===== config.mk =====
export PLATFORM = sky130hd
export DESIGN_NAME = rob_commit
export DESIGN_NICKNAME = d
export VERILOG_FILES = /design/src/rtl/rob_commit.sv
export SDC_FILE = /design/constraint.sdc
export NUM_CORES = 1
export LEC_CHECK = 0
export ABC_AREA = 1
export ABC_CLOCK_PERIOD_IN_PS = 4370
export CAP_MARGIN = 25
export CORE_AREA = 10 10 393 395
export CTS_BUF_LIST = sky130_fd_sc_hd__clkbuf_16
export DETAILED_ROUTE_END_ITERATION = 6
export DIE_AREA = 0 0 403 405
export SYNTH_ARGS = -nofsm -noshare
export SYNTH_HDL_FRONTEND = slang
export SYNTH_SLANG_ARGS = --single-unit

===== constraint.sdc =====
create_clock -name clk -period 4.37 [get_ports clk]
set_input_delay 1.0925 -clock clk [delete_from_list [all_inputs] [get_ports clk]]
set_output_delay 1.0925 -clock clk [all_outputs]
set_load 0.01 [all_outputs]

===== src/rtl/rob_commit.sv =====
// rob_commit: in-order dual-slot retirement from the ROB head.
// Frees old mappings, issues at most one store write, counts commits.
module rob_commit #(
  parameter int SIZE     = 32,
  parameter int REG_NUM  = 64,
  parameter int ROB_ROWS = 16,
  parameter int MEM_ROWS = 64,
  parameter int PC_WIDTH = 10,
  localparam int RB = $clog2(ROB_ROWS),
  localparam int RW = $clog2(REG_NUM),
  localparam int AW = $clog2(MEM_ROWS)
) (
  input  logic                     clk,
  input  logic                     rst,
  input  logic                     commit_en,
  input  logic [ROB_ROWS-1:0]      rob_valid,
  input  logic [ROB_ROWS-1:0]      rob_dest_reg_val_valid,
  input  logic [ROB_ROWS-1:0]      rob_is_sw,
  input  logic [ROB_ROWS*RW-1:0]   rob_old_dest_reg,
  input  logic [ROB_ROWS*AW-1:0]   rob_store_addr,
  input  logic [ROB_ROWS*SIZE-1:0] rob_store_data,
  input  logic [ROB_ROWS*PC_WIDTH-1:0] rob_pc,
  output logic [RB-1:0]            head_robn,
  output logic [1:0]               retire_valid,
  output logic [2*RB-1:0]          retire_robn,
  output logic [1:0]               free_reg_valid,
  output logic [2*RW-1:0]          free_reg,
  output logic                     EnWrite,
  output logic [AW-1:0]            write_addr,
  output logic [SIZE-1:0]          write_data_mem,
  output logic [PC_WIDTH-1:0]      commit_pc,
  output logic [31:0]              retired_count
);

  typedef struct packed {
    logic                rdy;
    logic                sw;
    logic [RW-1:0]       od;
    logic [AW-1:0]       addr;
    logic [SIZE-1:0]     data;
    logic [PC_WIDTH-1:0] pc;
  } slot_t;

  logic [RB-1:0]       idx [2];
  slot_t               sl  [2];
  logic [1:0]          ret;
  logic [1:0]          fre;
  logic [1:0]          nret;
  logic                st_en;
  logic [AW-1:0]       st_addr;
  logic [SIZE-1:0]     st_data;
  logic [PC_WIDTH-1:0] pc_nx;

  assign idx[0] = head_robn;
  assign idx[1] = head_robn + RB'(1);

  always_comb begin
    for (int k = 0; k < 2; k++) begin
      sl[k].rdy  = rob_valid[idx[k]]
                 & rob_dest_reg_val_valid[idx[k]];
      sl[k].sw   = rob_is_sw[idx[k]];
      sl[k].od   = rob_old_dest_reg[idx[k]*RW +: RW];
      sl[k].addr = rob_store_addr[idx[k]*AW +: AW];
      sl[k].data = rob_store_data[idx[k]*SIZE +: SIZE];
      sl[k].pc   = rob_pc[idx[k]*PC_WIDTH +: PC_WIDTH];
    end
  end

  // Two stores never pair: the memory port takes one write per cycle.
  always_comb begin
    ret[0] = commit_en & sl[0].rdy;
    ret[1] = ret[0] & sl[1].rdy & ~(sl[0].sw & sl[1].sw);
    fre[0] = ret[0] & ~sl[0].sw;
    fre[1] = ret[1] & ~sl[1].sw;
    nret   = {1'b0, ret[0]} + {1'b0, ret[1]};
  end

  always_comb begin
    st_en   = 1'b0;
    st_addr = '0;
    st_data = '0;
    unique case (1'b1)
      ret[0] && sl[0].sw: begin
        st_en   = 1'b1;
        st_addr = sl[0].addr;
        st_data = sl[0].data;
      end
      ret[1] && sl[1].sw: begin
        st_en   = 1'b1;
        st_addr = sl[1].addr;
        st_data = sl[1].data;
      end
      default: ;
    endcase
  end

  always_comb begin
    pc_nx = commit_pc;
    if (ret[1])
      pc_nx = sl[1].pc;
    else if (ret[0])
      pc_nx = sl[0].pc;
  end

  always_ff @(posedge clk) begin
    if (rst) begin
      head_robn      <= '0;
      retire_valid   <= '0;
      retire_robn    <= '0;
      free_reg_valid <= '0;
      free_reg       <= '0;
      EnWrite        <= 1'b0;
      write_addr     <= '0;
      write_data_mem <= '0;
      commit_pc      <= '0;
      retired_count  <= '0;
    end else begin
      head_robn      <= head_robn + RB'(nret);
      retire_valid   <= ret;
      free_reg_valid <= fre;
      EnWrite        <= st_en;
      commit_pc      <= pc_nx;
      retired_count  <= retired_count + 32'(nret);
      if (ret[0])
        retire_robn[RB-1:0] <= idx[0];
      if (ret[1])
        retire_robn[2*RB-1:RB] <= idx[1];
      if (fre[0])
        free_reg[RW-1:0] <= sl[0].od;
      if (fre[1])
        free_reg[2*RW-1:RW] <= sl[1].od;
      if (st_en) begin
        write_addr     <= st_addr;
        write_data_mem <= st_data;
      end
    end
  end

endmodule


==> impl_metrics.env <==
export IMPL_setup_viol=2
export IMPL_path_clk_slew_ps=100
export IMPL_cts_hold_buffers=0
export IMPL_core_mm2=0.147
export IMPL_drt_vias_per_instance=4.28
export IMPL_leakagePower_nw=12.7
export IMPL_setup_ws_ps=-29.7
export IMPL_synthMuxAreaShare_pct=0
export IMPL_wl_met3_um=12600
export IMPL_cts_made_buffers=9
export IMPL_pwr_share_comb_pct=70.7
export IMPL_dieHeight_um=405
export IMPL_cts_tree="built"
export IMPL_synth_compound_area_share_pct=10.3
export IMPL_cp_max_fo=3
export IMPL_initial_utilization_pct=10.0
export IMPL_gp_congestion=1.02
export IMPL_synthAdderAreaFrac_pct=0.866
export IMPL_htreeDepth=3
export IMPL_endpoint_kind="flip-flop"
export IMPL_fp_dieArea_mm2=0.163
export IMPL_hp_class="reg -> reg"
export IMPL_cts_sinks=109
export IMPL_finClkSkew_ps=15.5
export IMPL_critPathRequiredTime_ps=4720
export IMPL_top_layer_used="met5"
export IMPL_antenna_found_initial=55
export IMPL_drt_iter0_markers=2703
export IMPL_post_route_period_util_pct=101
export IMPL_p_seq_share_pct=15.4
export IMPL_routed_wirelength_um=148000
export IMPL_yosys_warnings=0
export IMPL_die_w_um=403
export IMPL_grt_pass1_vias=24500
export IMPL_p_sw_share_pct=48.8
export IMPL_grt_pass1_wl_um=197000
export IMPL_multiInputGateArea_mm2=0.0110
export IMPL_ir_worst_vdd_mv=0.209
export IMPL_placed_area_mm2=0.0292
export IMPL_clock_latency_ps=440
export IMPL_synth_avg_cell_area_um2=5.13
export IMPL_grt_start_max_net_pins=60
export IMPL_max_slew_margin_rel_pct=55.9
export IMPL_fmax_mhz=227
export IMPL_arrival_ps=4750
export IMPL_fin_util_pct=20.5
export IMPL_synth_cell_type_count=34
export IMPL_synthesis_area_mm2=0.0147
export IMPL_synth_seq_cells=109
export IMPL_outcome="finished with violations"
export IMPL_ant_nets=0
export IMPL_root_buffer="clkbuf_16"
export IMPL_p_sw_mw=3.54
export IMPL_maxSlewViolCount=0
export IMPL_dp_hpwl_um=127000
export IMPL_syn_to_final_growth_pct=104
export IMPL_dp_cells=5845
export IMPL_p_clk_share_pct=13.9
export IMPL_netlist_instances=2872
export IMPL_io_buffers=1023
export IMPL_post_drt_wl_per_cell_um=25.1
export IMPL_power_internal_mw=3.71
export IMPL_design_area_mm2=0.0301
export IMPL_p_per_area_mw_per_mm2=241
export IMPL_grt_usage_pct=16.9
export IMPL_critPathKind="in -> reg"
export IMPL_violations="setup timing"
export IMPL_drive_above_1_share_pct=11.4
export IMPL_cap_violations=0
export IMPL_clockBufferDepth=2
export IMPL_hold_viol=0
export IMPL_whs_ps=458
export IMPL_rsz0062_at_grt="true"
export IMPL_synth_top_family_by_area="simple AND/OR/NAND/NOR gates"
export IMPL_finalCriticalPeriod_ps=4400
export IMPL_via_count=25200
export IMPL_fin_nets=4869
export IMPL_tightestPinTransition_ps=660
export IMPL_startpoint_type="input port"
export IMPL_rows=141
export IMPL_synth_xor_area_share_pct=0.416
export IMPL_ff_latch_area_mm2=0.00219
export IMPL_dr_pass1_iters=6
export IMPL_grt_overflow_total=0
export IMPL_wl_met1_um=58000
export IMPL_io_pins=1024
export IMPL_drc_errors=0
export IMPL_syn_nets=3796
export IMPL_filler_cell_count=16700
export IMPL_synth_seq_area_share_pct=14.8
export IMPL_yosys_area_share_simple_pct=58.9
export IMPL_met2WireLength_um=71800
export IMPL_instances_no_fill=5895
export IMPL_dp_slack_ps=-1070
## cell usage in the layout, fill, tap and decap left out, types with 14 or more instances in the layout
cell,n
a21oi_1,85
buf_12,56
buf_4,226
clkbuf_2,14
clkdlybuf4s50_1,974
dfxtp_1,106
diode_2,15
dlymetal6s2s_1,31
inv_1,253
inv_2,14
nand2_1,763
nand2_2,34
nand3_1,989
nand3_2,30
nor2_1,84
o211ai_1,36
o21ai_0,124
## kinds of logic after synthesis
family | Yosys count
compound gates | 274
xor+xnor | 7
fa+ha+maj | 9
buf+inv | 524
flops | 109
simple gates | 1949
## stage by stage
step                      TNS, ps  total power [mW]
after floorplan             -13.4              3.39
after global placement     -25420              6.19
after detailed placement   -26860              6.19
after CTS                   -15.2              7.29
after global routing        -1170              7.76
final                       -50.7              7.25
## synth_stat cells (all sizes together)
cell type	instances	share of area, %
o21a	3	0.15
xnor2	5	0.30
buf	140	4.9
dfxtp	109	15
xor2	2	0.12
ha	7	0.59
nor3b	5	0.25
nand2	803	21
clkbuf	107	2.7
nor4	7	0.30
nor3	14	0.48
clkinv	1	0.025
a31oi	13	0.55
a211oi	2	0.10
nand3	1025	35
inv	276	7.0
fa	2	0.27
o21ai	133	4.7
a21oi	87	3.0
nand4	3	0.13
nor2	92	2.4
o211ai	36	1.8
## worst max-delay path, cell delays in order
cell and delay [ps]:
clkdlybuf4s15_1 180, inv_2 90, nand2_2 60, nand3_2 70, nand3_2 80, nand3_2 80
nand2_2 60, nand2_2 70, buf_12 120, nand4_1 180, ha_4 330, ha_4 130
inv_2 40, fa_2 370, nor3_4 210, nand3_2 140, nor2_4 150, nand2_2 80
nor2_4 130, nand2_2 80, nor3_4 200, nor3b_4 270, nand3_2 130, nor2_4 150
nand2_2 60, o21ai_1 140, nor2_1 50
## final timing paths
path	startpoint	end	slack [ps]	cells past startpoint
setup / recovery	rob_is_sw[14]	retired_count[28]	-30	27
hold / removal	write_data_mem[25]	write_data_mem[25]	460	2
setup reg to reg	head_robn[0]	retired_count[28]	0	27
hold reg to reg	write_data_mem[25]	write_data_mem[25]	460	2
## power by group through the flow
stage / clock [mW] / combinational [mW] / sequential (mW)
after floorplan: 0 / 2.24 / 1.16
after global placement: 0 / 5.05 / 1.13
after detailed placement: 0 / 5.06 / 1.13
after CTS: 1.09 / 5.09 / 1.11
after global routing: 1.09 / 5.55 / 1.12
final: 1.01 / 5.13 / 1.11
## per-layer routing
layer	up-vias	global-route usage (%)
li1	11700	-
met5	-	0
met4	30	5.63
met2	1407	29.2
met3	245	4.65
met1	11900	20.1
## layout make-up
cell class                 count  area share [%]
antenna                       15           0.125
clock buffer                   9           0.748
clock inverter                 7           0.274
inverter                     277            3.60
multi-input combinational   2239            36.4
sequential                   109            7.28
tap                         1930            8.02
timing repair buffer        1309            43.6
## timing repair
item                       CTS  global route
resized for setup           39           132
pin swaps                   23            58
hold endpoints to repair     0             0
setup buffers               12             7
setup endpoints to repair   18            21
cloned                       0             0
Note: power is estimated with default switching activity, not from simulation.
